$ cat config.mk
export PLATFORM = sky130hd
export DESIGN_NAME = sync_fifo_param_flat
export DESIGN_NICKNAME = d
export VERILOG_FILES = /design/src/rtl/sync_fifo_param_if.sv /design/src/rtl/sync_fifo_param.sv /design/src/flat_wrapper.sv
export SDC_FILE = /design/constraint.sdc
export NUM_CORES = 1
export LEC_CHECK = 0
export ABC_CLOCK_PERIOD_IN_PS = 5000
export CAP_MARGIN = 30
export CORE_MARGIN = 4
export CORE_UTILIZATION = 30
export CTS_CLUSTER_DIAMETER = 200
export CTS_CLUSTER_SIZE = 30
export DETAILED_ROUTE_END_ITERATION = 10
export GPL_TIMING_DRIVEN = 0
export PLACE_DENSITY = 0.56
export SYNTH_ARGS = -nofsm -noshare
export SYNTH_HDL_FRONTEND = slang
export SYNTH_SLANG_ARGS = --single-unit
$ cat constraint.sdc
create_clock -name clk -period 5 [get_ports clk]
set_input_delay 1 -clock clk [delete_from_list [all_inputs] [get_ports clk]]
set_output_delay 1 -clock clk [all_outputs]
set_load 0.02 [all_outputs]
$ cat src/rtl/sync_fifo_param_if.sv
// -----------------------------------------------------------------------------
// sync_fifo_param_if
// Bundles the producer/consumer side of sync_fifo_param.
//   slave  : the FIFO. It takes wr_en/d_in/rd_en and drives data, flags,
//            handshake pulses and occupancy.
//   master : the block that uses the FIFO (the opposite directions).
// Signals:
//   wr_en, d_in      write request and data
//   rd_en            read request
//   d_out            registered read data (1-cycle latency)
//   full, empty, almost_full, almost_empty   registered status flags
//   wr_ack, wr_err, rd_ack, rd_err           previous-cycle request outcome
//   data_count       registered occupancy (0..DEPTH)
//   next_data_count  occupancy after the coming clock edge
// -----------------------------------------------------------------------------
interface sync_fifo_param_if #(
  parameter int DATA_W = 32,
  parameter int DEPTH  = 8
);
  localparam int CW = $clog2(DEPTH) + 1;

  logic              wr_en;
  logic [DATA_W-1:0] d_in;
  logic              rd_en;
  logic [DATA_W-1:0] d_out;
  logic              full;
  logic              empty;
  logic              almost_full;
  logic              almost_empty;
  logic              wr_ack;
  logic              wr_err;
  logic              rd_ack;
  logic              rd_err;
  logic [CW-1:0]     data_count;
  logic [CW-1:0]     next_data_count;

  modport slave (
    input  wr_en, d_in, rd_en,
    output d_out, full, empty, almost_full, almost_empty,
           wr_ack, wr_err, rd_ack, rd_err, data_count, next_data_count
  );

  modport master (
    output wr_en, d_in, rd_en,
    input  d_out, full, empty, almost_full, almost_empty,
           wr_ack, wr_err, rd_ack, rd_err, data_count, next_data_count
  );
endinterface

$ cat src/rtl/sync_fifo_param.sv
// -----------------------------------------------------------------------------
// sync_fifo_param
// Single-clock FIFO with configurable width and depth, programmable
// almost-full/almost-empty thresholds and well-defined simultaneous
// read/write behaviour at both full and empty.
// Ports:
//   clk    rising-edge clock
//   reset  synchronous, active-high; clears pointers, count, d_out, flags and
//          handshake pulses (the storage array itself is left untouched)
//   bus    sync_fifo_param_if.slave, see the interface for signal meanings
// Parameters:
//   DATA_W    word width
//   DEPTH     number of entries, power of two, >= 2
//   AF_LEVEL  almost_full when count >= AF_LEVEL
//   AE_LEVEL  almost_empty when count <= AE_LEVEL
// -----------------------------------------------------------------------------
module sync_fifo_param #(
  parameter int DATA_W   = 32,
  parameter int DEPTH    = 8,
  parameter int AF_LEVEL = DEPTH - 2,
  parameter int AE_LEVEL = 2
) (
  input  logic                clk,
  input  logic                reset,
  sync_fifo_param_if.slave    bus
);

  localparam int AW = $clog2(DEPTH);
  localparam int CW = AW + 1;

  logic [DATA_W-1:0] mem_q [DEPTH];
  logic [AW-1:0]     wr_ptr_q, rd_ptr_q;
  logic [CW-1:0]     count_q, count_d;
  logic [DATA_W-1:0] d_out_q;
  logic              full_q, empty_q, almost_full_q, almost_empty_q;
  logic              wr_ack_q, wr_err_q, rd_ack_q, rd_err_q;
  logic              wr_accept, rd_accept;

  // A write into a full FIFO is still accepted when a read frees the slot on
  // the same edge; a read from an empty FIFO is never bypassed from d_in.
  always_comb begin
    wr_accept = bus.wr_en && ((count_q != CW'(DEPTH)) || bus.rd_en);
    rd_accept = bus.rd_en && (count_q != '0);
    count_d   = count_q;
    if (wr_accept) count_d = count_d + CW'(1);
    if (rd_accept) count_d = count_d - CW'(1);
  end

  // NOTE: the storage array has no reset; it is never read before a write has
  // filled the addressed slot, so clearing it would only add reset fan-out.
  always_ff @(posedge clk) begin
    if (!reset && wr_accept) begin
      mem_q[wr_ptr_q] <= bus.d_in;
    end
  end

  // NOTE: non-blocking assignments make d_out sample the pre-edge contents of
  // mem_q, so a full-FIFO read+write to the same slot returns the old word.
  always_ff @(posedge clk) begin
    if (reset) begin
      wr_ptr_q       <= '0;
      rd_ptr_q       <= '0;
      count_q        <= '0;
      d_out_q        <= '0;
      full_q         <= 1'b0;
      empty_q        <= 1'b1;
      almost_full_q  <= 1'b0;
      almost_empty_q <= 1'b1;
      wr_ack_q       <= 1'b0;
      wr_err_q       <= 1'b0;
      rd_ack_q       <= 1'b0;
      rd_err_q       <= 1'b0;
    end else begin
      if (wr_accept) wr_ptr_q <= wr_ptr_q + AW'(1);
      if (rd_accept) begin
        rd_ptr_q <= rd_ptr_q + AW'(1);
        d_out_q  <= mem_q[rd_ptr_q];
      end
      count_q        <= count_d;
      // Flags decode the next count so they line up with data_count.
      full_q         <= (count_d == CW'(DEPTH));
      empty_q        <= (count_d == '0);
      almost_full_q  <= (count_d >= CW'(AF_LEVEL));
      almost_empty_q <= (count_d <= CW'(AE_LEVEL));
      wr_ack_q       <= wr_accept;
      wr_err_q       <= bus.wr_en && !wr_accept;
      rd_ack_q       <= rd_accept;
      rd_err_q       <= bus.rd_en && !rd_accept;
    end
  end

  assign bus.d_out           = d_out_q;
  assign bus.full            = full_q;
  assign bus.empty           = empty_q;
  assign bus.almost_full     = almost_full_q;
  assign bus.almost_empty    = almost_empty_q;
  assign bus.wr_ack          = wr_ack_q;
  assign bus.wr_err          = wr_err_q;
  assign bus.rd_ack          = rd_ack_q;
  assign bus.rd_err          = rd_err_q;
  assign bus.data_count      = count_q;
  assign bus.next_data_count = count_d;

endmodule

$ cat src/flat_wrapper.sv
// flat-port wrapper written by rule: the top's interface ports become plain ports
module sync_fifo_param_flat 
#(
  parameter int DATA_W   = 32,
  parameter int DEPTH    = 8,
  parameter int AF_LEVEL = DEPTH - 2,
  parameter int AE_LEVEL = 2
)
  (clk, reset, bus_wr_en, bus_d_in, bus_rd_en, bus_d_out, bus_full, bus_empty, bus_almost_full, bus_almost_empty, bus_wr_ack, bus_wr_err, bus_rd_ack, bus_rd_err, bus_data_count, bus_next_data_count);
  sync_fifo_param_if #(.DATA_W(DATA_W), .DEPTH(DEPTH)) bus_i ();
  input  logic clk;
  input  logic reset;
  input wire logic [$bits(bus_i.wr_en)-1:0] bus_wr_en;
  input wire logic [$bits(bus_i.d_in)-1:0] bus_d_in;
  input wire logic [$bits(bus_i.rd_en)-1:0] bus_rd_en;
  output wire logic [$bits(bus_i.d_out)-1:0] bus_d_out;
  output wire logic [$bits(bus_i.full)-1:0] bus_full;
  output wire logic [$bits(bus_i.empty)-1:0] bus_empty;
  output wire logic [$bits(bus_i.almost_full)-1:0] bus_almost_full;
  output wire logic [$bits(bus_i.almost_empty)-1:0] bus_almost_empty;
  output wire logic [$bits(bus_i.wr_ack)-1:0] bus_wr_ack;
  output wire logic [$bits(bus_i.wr_err)-1:0] bus_wr_err;
  output wire logic [$bits(bus_i.rd_ack)-1:0] bus_rd_ack;
  output wire logic [$bits(bus_i.rd_err)-1:0] bus_rd_err;
  output wire logic [$bits(bus_i.data_count)-1:0] bus_data_count;
  output wire logic [$bits(bus_i.next_data_count)-1:0] bus_next_data_count;
  assign bus_i.wr_en = bus_wr_en;
  assign bus_i.d_in = bus_d_in;
  assign bus_i.rd_en = bus_rd_en;
  assign bus_d_out = bus_i.d_out;
  assign bus_full = bus_i.full;
  assign bus_empty = bus_i.empty;
  assign bus_almost_full = bus_i.almost_full;
  assign bus_almost_empty = bus_i.almost_empty;
  assign bus_wr_ack = bus_i.wr_ack;
  assign bus_wr_err = bus_i.wr_err;
  assign bus_rd_ack = bus_i.rd_ack;
  assign bus_rd_err = bus_i.rd_err;
  assign bus_data_count = bus_i.data_count;
  assign bus_next_data_count = bus_i.next_data_count;
  sync_fifo_param #(.DATA_W(DATA_W), .DEPTH(DEPTH), .AF_LEVEL(AF_LEVEL), .AE_LEVEL(AE_LEVEL)) u_core (.clk(clk), .reset(reset), .bus(bus_i));
endmodule
==> results_dict.tcl <==
set metrics [dict create \
    status "complete, no violations" \
    finalHoldViolations 0 \
    via_per_inst 4.622 \
    setup_viol 0 \
    post_cts_buffers 0 \
    synth_ff_type "edfxtp_1" \
    max_slew_margin_pct 34.77 \
    fmax_mhz 209.9 \
    first_iter_violations 384 \
    slew_violations 0 \
    route.detailed.drc 0 \
    setup_slack_ns 0.2352 \
    drv_cap 0 \
    cts_tree "done" \
    clockBufferDepth 3 \
    hold_class "flip-flop to flip-flop" \
    crit_type "input port to output pin" \
    fin_worst_skew_ns 0.03284 \
    netlist_area_um2 11630 \
    dp_hpwl_um 16620 \
    initial_core_util_pct 30.66 \
    vias 5667 \
    final_nets 748 \
    drive_gt1_share_pct 18.88 \
    max_slew.worst_pin.slew_ns 0.9785 \
    ys_seq_area_share_pct 74.71 \
    cts.sinks 306 \
    fin_crit_sh_pct 95.30 \
    synth-seq-cells 306 \
    yosysWarnings 0 \
    synth-edff-count 256 \
    clk_pin_slew_ns 0.11 \
    synthArstFlopShare_pct 0 \
    wl_um 25260 \
    dr.pass1.iters 4 \
    place_ws_ns 0.2282 \
    arrival_ns 3.76 \
    ctsResizeCount 0 \
    crit_fanout 7 \
    cp-start-kind "input port" \
    io_pins 84 \
    rsz0062_at_grt "no" \
    grt-ovfl-total 0 \
    cts_root_buf "clkbuf_16" \
    io_buffer_count 83 \
    syn-instance-count 594 \
    syn_avg_cell_area_um2 19.58 \
    syn_nets 635 \
    end_kind "output pin" \
    yosysUniqueCellTypes 43 \
    grt_max_degree 32 \
    ant_nets 0 \
    total_power_mw 6.241 \
    antenna_cells 0 \
    die_h_um 204.9 \
    setup-tns-final_ns 0 \
    power_density_nw_per_um2 450.8 \
    routedWlPerCell_um 20.60 \
    cts-buffers-inserted 14 \
    cts_hold_buffers 0 \
    placed_cells 1202 \
    leakagePower_nw 4.214 \
    dieArea_um2 41980 \
    peakVddDrop_v 0.0002134 \
    rows 71 \
    min_period_ns 4.765 \
    r2r_setup_slack_ns 1.90 \
    grt_use_total_pct 12.13 \
    grt_pass1_wl_um 38580 \
    finalWeightedCongestion 0.7359 \
    clkLatencyLatePin_ns 0.49 \
    placeableCoreArea_um2 37930 \
    critPathRequiredTime_ns 4.00 \
    die_w_um 204.9 \
    antenna_found_initial 2 \
    grt_pass1_vias 5978 \
    h-tree-depth 1 \
    synthToLayoutAreaGrowth_pct 19.02 \
    fin_cells 1226 \
]
-- critical path, cell delays in order --
cell and delay [ns]:
clkdlybuf4s50_1 0.47, nand4bb_4 0.31, and3_2 0.28, nor2_1 0.13, ha_1 0.22, nand2_1 0.10, mux2_2 0.28, nor2_1 0.12
o31a_1 0.23, clkdlybuf4s50_1 0.64
-- worst paths after layout --
path,cells after the start,to,from
min reg2reg,2,u_core.bus.d_out[2]$_SDFFE_PP0P_,u_core.bus.d_out[2]$_SDFFE_PP0P_
max,10,bus_next_data_count[2],bus_rd_en
min,2,u_core.bus.d_out[2]$_SDFFE_PP0P_,u_core.bus.d_out[2]$_SDFFE_PP0P_
max reg2reg,8,u_core.mem_q[0][7]$_DFFE_PP_,u_core.bus.data_count[0]$_SDFF_PP0_
-- registers in the layout, indices dropped and copies added, names as in the netlist, 3 cells and up --
| name | cells |
|---|---|
| u_core.rd_ptr_q | 3 |
| u_core.bus.data_count | 4 |
| u_core.mem_q | 256 |
| u_core.wr_ptr_q | 3 |
| u_core.bus.d_out | 32 |
-- where the power goes --
part | leakage (nW) | internal (mW) | total (mW) | switching (mW)
Clock | 0.206 | 0.579 | 1.34 | 0.764
Combinational | 1.28 | 0.887 | 1.87 | 0.981
Sequential | 2.72 | 2.93 | 3.03 | 0.0965
-- cell type report --
class,instances,area [um^2]
Multi-Input combinational cell,246,2794
Tap cell,511,639.4
Clock inverter,1,30.03
Timing Repair Buffer,97,1082
Sequential cell,306,8688
Fill cell,3532,24090
Buffer,34,172.7
Clock buffer,23,405.4
Inverter,8,30.03
-- routing by layer --
metal,share of wire (%),vias to the layer above,GRT usage (%)
met4,1.3,4,1.699
met5,0.083,-,0
li1,-,2604,-
met3,4.1,23,1.979
met1,45,2939,17.05
met2,50,97,20.49
-- cell families after synthesis --
kind of cell             after synthesis  share of synthesized area [%]
AND/OR/NAND/NOR                       87                          3.626
AO/OA/AOI/OAI                         47                          3.303
multiplexers                          99                          15.42
XOR/XNOR                               8                         0.6671
buffers and inverters                 42                          1.743
flip-flops                           306                          74.71
adder cells (fa/ha/maj)                5                         0.5379
-- through the flow --
stage	hold WS (ns)	utilization, %	instance area (um^2)
after floorplan	0.4976	-	11630
after global placement	0.4909	34.54	13100
after detailed placement	0.4936	35.34	13410
after CTS	0.5102	36.49	13840
after global routing	0.5308	36.49	13840
final	0.5052	36.49	13840
-- cell usage in the layout, fill, tap and decap left out, types with 2 or more instances in the layout --
cell             Yosys  layout
edfxtp_1           256     256
clkdlybuf4s50_1      0      83
mux4_2              64      64
dfxtp_1             50      50
nor2_1              51      45
mux2i_1             34      34
a211oi_1            34      34
clkbuf_1             9      17
buf_2               15      15
clkbuf_16            0      15
nand2_1             11      11
inv_1                7       7
buf_4                7       7
buf_6                0       7
nor2_4               0       6
xor2_1               5       5
ha_1                 5       5
buf_16               0       5
nand3_1              4       4
a21oi_1              3       3
o31ai_1              3       3
buf_1                3       3
and3_1               2       2
o221ai_2             2       2
nand4_1              2       2
xnor2_1              2       2
nand2b_1             2       2
nor3_2               0       2
-- cells in the mapped netlist, types with 4 or more instances --
cell | n | area [um^2]
ha_1 | 5 | 62.56
dfxtp_1 | 50 | 1001
buf_2 | 15 | 75.07
edfxtp_1 | 256 | 7687
nor2_1 | 51 | 191.4
mux4_2 | 64 | 1441
xor2_1 | 5 | 43.79
nand3_1 | 4 | 20.02
buf_4 | 7 | 52.55
mux2i_1 | 34 | 340.3
inv_1 | 7 | 26.28
a211oi_1 | 34 | 255.2
clkbuf_1 | 9 | 33.78
nand2_1 | 11 | 41.29
Note: power is estimated with default switching activity, not from simulation.
